**config.mk**
```make
export PLATFORM = sky130hd
export DESIGN_NAME = sha256_cs_resolver
export DESIGN_NICKNAME = d
export VERILOG_FILES = /design/src/rtl/sha256_cs_resolver.sv
export SDC_FILE = /design/constraint.sdc
export NUM_CORES = 1
export LEC_CHECK = 0
export CAP_MARGIN = 20
export CORE_MARGIN = 5
export CORE_UTILIZATION = 45
export DETAILED_ROUTE_END_ITERATION = 10
export PLACE_DENSITY = 0.75
export SKIP_CTS_REPAIR_TIMING = 1
export SYNTH_ARGS = -nofsm -noshare
export SYNTH_HDL_FRONTEND = slang
export SYNTH_SLANG_ARGS = --single-unit
```
**constraint.sdc**
```tcl
create_clock -name clk -period 2.7 [get_ports clk]
set_input_delay 0.405 -clock clk [delete_from_list [all_inputs] [get_ports clk]]
set_output_delay 0.405 -clock clk [all_outputs]
set_load 0.01 [all_outputs]
```
**src/rtl/sha256_cs_resolver.sv**
```systemverilog
// rtl/sha256_cs_resolver.sv - iterative carry-save to binary resolver, CHUNK bits per cycle
// Optional out_carry port (MSB carry of the final chunk) enabled by CS_CARRY_OUT_EN.
module sha256_cs_resolver #(
   parameter int WIDTH = 32,
   parameter int CHUNK = 8
) (
   input  logic             clk,
   input  logic             rst_n,
   input  logic             in_valid,
   output logic             in_ready,
   input  logic [WIDTH-1:0] in_vs,
   input  logic [WIDTH-1:0] in_vc,
   output logic             out_valid,
   input  logic             out_ready,
   output logic [WIDTH-1:0] out_sum
`ifdef CS_CARRY_OUT_EN
   ,
   output logic             out_carry
`endif
);

   localparam int NCHUNK = WIDTH / CHUNK;
   localparam int CW     = (NCHUNK > 1) ? $clog2(NCHUNK) : 1;
   localparam logic [CW-1:0] LAST = CW'(NCHUNK - 1);

   typedef enum logic [1:0] {IDLE, ADD, DONE} state_t;

   state_t                       state_q, state_d;
   logic [NCHUNK-1:0][CHUNK-1:0] vs_q, vc_q, sum_q;
   logic [CW-1:0]                cnt_q;
   logic                         carry_q;
   logic [CHUNK-1:0]             vs_sel, vc_sel;
   logic [CHUNK:0]               chunk_sum;
   logic                         last_chunk;

   // Chunk select written as a compare loop so CHUNK == WIDTH needs no special case.
   always_comb begin
      vs_sel = '0;
      vc_sel = '0;
      for (int i = 0; i < NCHUNK; i++) begin
         if (cnt_q == CW'(i)) begin
            vs_sel = vs_q[i];
            vc_sel = vc_q[i];
         end
      end
      chunk_sum  = {1'b0, vs_sel} + {1'b0, vc_sel} + {{CHUNK{1'b0}}, carry_q};
      last_chunk = (cnt_q == LAST);
   end

   always_ff @(posedge clk or negedge rst_n) begin
      if (!rst_n) state_q <= IDLE;
      else        state_q <= state_d;
   end

   always_comb begin
      state_d   = state_q;
      in_ready  = 1'b0;
      out_valid = 1'b0;
      case (state_q)
         IDLE: begin
            in_ready = 1'b1;
            if (in_valid) state_d = ADD;
         end
         ADD: begin
            if (last_chunk) state_d = DONE;
         end
         DONE: begin
            out_valid = 1'b1;
            if (out_ready) state_d = IDLE;
         end
         default: state_d = IDLE;
      endcase
   end

   always_ff @(posedge clk or negedge rst_n) begin
      if (!rst_n) begin
         vs_q    <= '0;
         vc_q    <= '0;
         sum_q   <= '0;
         cnt_q   <= '0;
         carry_q <= 1'b0;
      end else if (state_q == IDLE) begin
         if (in_valid) begin
            vs_q    <= in_vs;
            vc_q    <= in_vc;
            cnt_q   <= '0;
            carry_q <= 1'b0;
         end
      end else if (state_q == ADD) begin
         for (int i = 0; i < NCHUNK; i++) begin
            if (cnt_q == CW'(i)) sum_q[i] <= chunk_sum[CHUNK-1:0];
         end
         carry_q <= chunk_sum[CHUNK];
         cnt_q   <= cnt_q + CW'(1);
      end
   end

   assign out_sum = sum_q;

`ifdef CS_CARRY_OUT_EN
   logic carry_out_q;

   always_ff @(posedge clk or negedge rst_n) begin
      if (!rst_n)                          carry_out_q <= 1'b0;
      else if (state_q == ADD && last_chunk) carry_out_q <= chunk_sum[CHUNK];
   end

   assign out_carry = carry_out_q;
`endif

endmodule

```
==> results of run 1 <==
-- layer usage --
layer	vias to the layer above	share of wire (%)	global-route usage, %
li1	2040	-	-
met1	2003	44	25.8
met2	123	49	32.8
met3	21	5.0	3.05
met4	0	2.5	6.25
met5	-	0	0
-- registers in the layout, summed over array words and instances, names as in the netlist --
register and count:
vs_q 32, carry_q 1, cnt_q 2, out_sum 32, vc_q 32, state_q 2
-- worst paths after layout --
kind / startpoint / to / slack (ns) / depth (start not counted)
max: cnt_q[0] / out_sum[23] / -0.11 / 11
min: rst_n / out_sum[2] / 0.06 / 1
max reg2reg: cnt_q[0] / out_sum[23] / -0.11 / 11
min reg2reg: out_sum[11] / out_sum[11] / 0.48 / 2
max in group asynchronous: rst_n / cnt_q[0] / 1.94 / 2
min in group clk: out_sum[11] / out_sum[11] / 0.48 / 2
-- final cells by class --
cell class	instances	area, sq um	area share [%]
repair buffers	139	1350	20.3
clock inverters	5	81.3	1.23
clock buffers	11	141	2.13
multi-input cells	405	2340	35.3
well taps	136	170	2.57
inverters	6	22.5	0.340
flip-flops and latches	101	2530	38.1
-- through the flow --
stage,hold slack (ns),cells,utilization [%]
2_1_floorplan,0.109,547,-
3_3_place_gp,0.458,785,59.2
3_5_place_dp,0.462,785,59.2
4_1_cts,0.0738,801,61.3
5_1_grt,0.104,803,63.9
6_report,0.0609,803,63.9
-- power by group through the flow --
stage / clock [W] / sequential (W) / combinational (W)
4_1_cts: 0.00107 / 0.00267 / 0.00490
3_5_place_dp: 0 / 0.00270 / 0.00487
3_3_place_gp: 0 / 0.00268 / 0.00470
2_1_floorplan: 0 / 0.00266 / 0.00287
6_report: 0.00106 / 0.00271 / 0.00554
5_1_grt: 0.00114 / 0.00278 / 0.00608
-- placed cells by master (no fill, tap or decap), types with 5 or more instances in the layout --
| cell type | instances |
|---|---|
| a221oi_2 | 5 |
| o31ai_1 | 9 |
| a21oi_2 | 9 |
| o21ai_0 | 19 |
| nor2_1 | 6 |
| a21oi_1 | 17 |
| nand3b_1 | 12 |
| nor2b_1 | 11 |
| buf_4 | 32 |
| dfrtp_1 | 100 |
| ha_1 | 6 |
| o21ai_1 | 5 |
| clkdlybuf4s50_1 | 100 |
| o31ai_2 | 7 |
| nand2_1 | 238 |
| clkbuf_8 | 10 |
| nand3_1 | 7 |
-- cell usage after synthesis --
cell type	instances
xnor2_1	1
a2bb2oi_1	1
and2_1	1
a221oi_1	8
ha_1	11
xor2_1	1
fa_1	2
a21o_1	2
buf_6	1
nor3_1	4
buf_2	9
nand2b_1	3
o21ai_0	24
clkbuf_1	19
mux2i_1	4
a31oi_1	1
nand2_1	239
a41oi_1	4
dfrtp_1	101
o2111ai_1	1
o31ai_1	16
buf_1	1
a31o_1	1
o211a_1	1
nand3b_1	12
nor2_1	6
nor2b_1	13
buf_4	6
o21a_1	3
o31a_1	2
a211o_1	4
nand3_1	9
mux2_2	4
inv_1	6
a21oi_1	26
-- cell families (layout without fill, tap and decap cells) --
group | count (synthesis) | in the layout | synth area share [%]
compound gates | 94 | 95 | 12.7
xor+xnor | 2 | 2 | 0.365
fa+ha+maj | 13 | 13 | 3.70
buf+inv | 42 | 161 | 4.15
flops | 101 | 101 | 52.7
mux | 8 | 8 | 1.77
simple gates | 287 | 287 | 24.6
-- worst max-delay path: stages (launching register included) --
cell and delay [ns]:
dfrtp_2 0.43, inv_2 0.07, buf_4 0.14, ha_4 0.18
buf_4 0.18, a221oi_2 0.29, o31ai_2 0.12, ha_1 0.29
nor2b_1 0.14, o31a_1 0.29, o31a_1 0.35, a41oi_1 0.24
==> impl_metrics.yaml, run 1 <==
run_status:
  status: "finished with violations"
  failed_checks: "negative setup slack"
power:
  power_report.internal_total_w: 0.00532
  p_comb_share_pct: 59.5
  net-switching-power_w: 0.00399
  power.total_w: 0.00931
  p_seq_share_pct: 29.1
  power_per_cell_area_nw_per_um2: 1400
  power.switching_fraction_pct: 42.9
  static-leakage-power_nw: 3.11
  power_frac_clock_pct: 11.4
  worst_vdd_rail_ir_drop_mv: 0.663
placed_design:
  place.detailed.hpwl_microns: 9120
  placement.setup.worst_slack_ns: -0.377
  numPortBuffers: 101
  detailed_place.area_sq_um: 6140
  place_congestion: 0.864
drt:
  drc_violation_count_after_routing: 0
  routed-via-count: 4187
  drt-total-wl_microns: 12500
  vias_per_cell: 5.21
  drt_first_pass_iters: 4
  wl_per_cell_microns: 15.6
  final_antenna_net_count: 0
  drt_first_iter_violations: 233
final_layout:
  final_cell_area_sq_um: 6630
  layout-drive-gt1-share_pct: 16.2
  antenna_cells_inserted: 0
  area.growth.synth_to_final_pct: 38.2
  final_layout_fill_cell_count: 873
  finalNetCount: 743
logic_synthesis:
  synth.area.top_cells: "dfrtp_1, nand2_1, ha_1"
  yosys_warnings: 0
  syn_inst: 547
  ys_seq_area_share_pct: 52.7
  netlist-cell-type-count: 35
  synth_area_sq_um: 4800
  synth_top_cell_by_area: "dfrtp_1"
  syn-num-nets: 628
  yosys.area.top_type_share_pct: 52.7
  synth-seq-cells: 101
  average_cell_area_after_synthesis_sq_um: 8.77
timing:
  setup_violations: 17
  rsz0062_at_grt: "true"
  totalNegativeSetupSlack_ns: -1.06
  max-slew-margin-rel_pct: 47.7
  finalHoldViolations: 0
  final.period_utilization_pct: 104
  worst_clock_skew_ns: 0.0159
  maxSlewViolCount: 0
  clock.fmax_ghz: 0.356
  least_margin_pin_slew_ns: 0.782
  post_route_worst_setup_slack_ns: -0.111
  fin_crit_ns: 2.81
grt:
  pin_count_of_the_biggest_net_entering_global_routing: 54
  initial_antenna_violation_count: 0
  overflow: 0
  grt_first_pass_wirelength_microns: 20300
  grt_pass1_vias: 4234
  gr_usage_total_pct: 19.5
cts:
  insertion_delay_ns: 0.37
  buffer_cell_driving_the_clock_tree_root: "clkbuf_8"
  number_of_sinks_driven_by_the_clock_tree: 101
  cts_max_level: 3
  cts.reportedPaths.clkPinSlew_ns: 0.09
  total_clock_buffers_created_by_cts: 9
  cts_buffer_depth: 2
  cts_tree: "built"
critical_path:
  critical_path.endpoint_type: "flip-flop"
  crit_path_dat_ns: 3.09
  critical_path_peak_fanout: 9
  cp_data_required_time_ns: 2.98
  criticalPathCategory: "reg2reg"
  worstSetupStartpointType: "flip-flop"
worst_hold_path:
  classification_of_the_worst_slack_hold_path: "in2async"
die:
  fp.dieW_microns: 113
  io_pins: 102
  die_h_microns: 113
  initial_core_utilization_pct: 46.2
  core-area_sq_um: 10400
  placementRows: 37
  fp.dieArea_sq_um: 12800
run:
  maxCapViolations: 0
Power figures use the tool's default switching activity.
==> run 2, diff against run 1 <==
- GPL_TIMING_DRIVEN: not set -> 0
- SLEW_MARGIN: not set -> 20
==> impl_metrics.yaml, run 2 (synthesis results as in run 1) <==
final_layout:
  antenna_cells_inserted: 0
  layout-drive-gt1-share_pct: 11.3
  layout.cells.most_common_list: "nand2_1, dfrtp_1, clkdlybuf4s50_1"
  mostFrequentLayoutCell: "nand2_1"
  finalNetCount: 749
  area.growth.synth_to_final_pct: 35.0
  postLayoutCoreUtil_pct: 62.5
timing:
  worst_clock_skew_ns: 0.00970
  setup_violations: 29
  worst_hold_slack_ns: 0.438
  clock.fmax_ghz: 0.325
  post_route_worst_setup_slack_ns: -0.375
  fin_crit_ns: 3.08
  maxSlewViolCount: 0
  max-slew-margin-rel_pct: 67.7
  final.period_utilization_pct: 114
  rsz0062_at_grt: "true"
  finalHoldViolations: 0
  least_margin_pin_slew_ns: 0.484
drt:
  drc_violation_count_after_routing: 0
  routed-via-count: 4227
  final_antenna_net_count: 0
  drt-total-wl_microns: 13000
  vias_per_cell: 5.22
  drt_first_pass_iters: 5
  drt_first_iter_violations: 215
  wl_per_cell_microns: 16.0
die:
  placementRows: 37
  fp.dieArea_sq_um: 12800
  core-area_sq_um: 10400
  io_pins: 102
  fp.dieW_microns: 113
  die_h_microns: 113
  initial_core_utilization_pct: 46.2
critical_path:
  worstSetupStartpointType: "flip-flop"
  timing.critical_path.slowest_stage_cell: "dfrtp_1"
  worstPathBufferInverterCount: 5
  max_stage_delay_ns: 0.40
  critical_path.endpoint_type: "flip-flop"
  criticalPathCategory: "reg2reg"
  cp_data_required_time_ns: 3.02
  critical-path-top-delay-family: "compound AO/OA/AOI/OAI gates"
  critical_path_peak_fanout: 8
  crit_path_dat_ns: 3.39
  cp_cell_sequence: "inv_2 > ha_4 > buf_8 > buf_8 > a221oi_4 > nor3_2 > a21oi_2 > fa_2 > inv_2 > fa_2 > a21o_1 > a31o_1 > buf_6 > a211o_1 > nand3_1"
grt:
  grt_pass1_vias: 4201
  gr_usage_total_pct: 20.3
  overflow: 0
  initial_antenna_violation_count: 0
  pin_count_of_the_biggest_net_entering_global_routing: 82
  grt_first_pass_wirelength_microns: 20700
placed_design:
  place.detailed.hpwl_microns: 9550
  numPortBuffers: 101
  place_congestion: 0.881
run_status:
  failed_checks: "negative setup slack"
  status: "finished with violations"
cts:
  number_of_sinks_driven_by_the_clock_tree: 101
  total_clock_buffers_created_by_cts: 9
  insertion_delay_ns: 0.37
  cts_buffer_depth: 2
  cts_max_level: 3
  buffer_cell_driving_the_clock_tree_root: "clkbuf_8"
  cts.reportedPaths.clkPinSlew_ns: 0.10
  cts_tree: "built"
power:
  static-leakage-power_nw: 3.06
  worst_vdd_rail_ir_drop_mv: 0.569
  power_per_cell_area_nw_per_um2: 1350
  power.total_w: 0.00872
worst_hold_path:
  classification_of_the_worst_slack_hold_path: "in2async"
run:
  maxCapViolations: 0
run 2: worst paths after layout:
check	start	end	cells past startpoint	slack [ns]
setup / recovery	cnt_q[1]	out_sum[30]	15	-0.38
hold / removal	rst_n	out_sum[0]	2	0.44
setup reg to reg	cnt_q[1]	out_sum[30]	15	-0.38
hold reg to reg	vs_q[18]	vs_q[18]	2	0.48
max in group asynchronous	rst_n	vc_q[19]	3	1.60
min in group clk	vs_q[18]	vs_q[18]	2	0.48
run 2: area by class of cell:
type	instances	area (sq um)
Buffer	34	201
Inverter	6	22.5
Clock inverter	6	86.3
Timing Repair Buffer	112	1130
Clock buffer	10	138
Multi-Input combinational cell	404	2200
Tap cell	136	170
Sequential cell	101	2530
Fill cell	884	3890
run 2: layer usage:
layer	routed length [microns]	track usage, %	vias up
li1	-	-	2040
met1	5640	26.6	2007
met2	6170	33.4	153
met3	783	4.06	27
met4	362	7.61	0
met5	0	0	-
run 2: metrics by stage:
stage	cells	setup TNS [ns]	cell area [sq um]	setup WS, ns
6_report	809	-6.75	6480	-0.375
2_1_floorplan	547	-1.83	4830	-0.183
3_5_place_dp	785	-17.64	6040	-0.907
3_3_place_gp	784	-257.94	6010	-2.41
5_1_grt	809	-9.94	6480	-0.493
4_1_cts	801	-18.20	6270	-0.926
run 2: worst register-to-register path, delay by kind of cell, from the launching register on:
kind                     cells  cell delay (ns)
AO/OA/AOI/OAI                5             1.13
adder cells (fa/ha/maj)      3             0.80
buffers and inverters        5             0.54
flip-flops                   1             0.40
AND/OR/NAND/NOR              2             0.16
run 2: power by group:
group          switching, W  total, W  internal (W)  leakage, nW
Combinational       0.00284   0.00498       0.00214         1.70
Clock              0.000528   0.00107      0.000546        0.112
Sequential         0.000438   0.00267       0.00223         1.25
Total               0.00380   0.00872       0.00492         3.06
==> run 3, diff against run 2 <==
- ABC_CLOCK_PERIOD_IN_PS: not set -> 2700
==> results of run 3 <==
Final layout, timing and power as in run 2 (identical DEF).
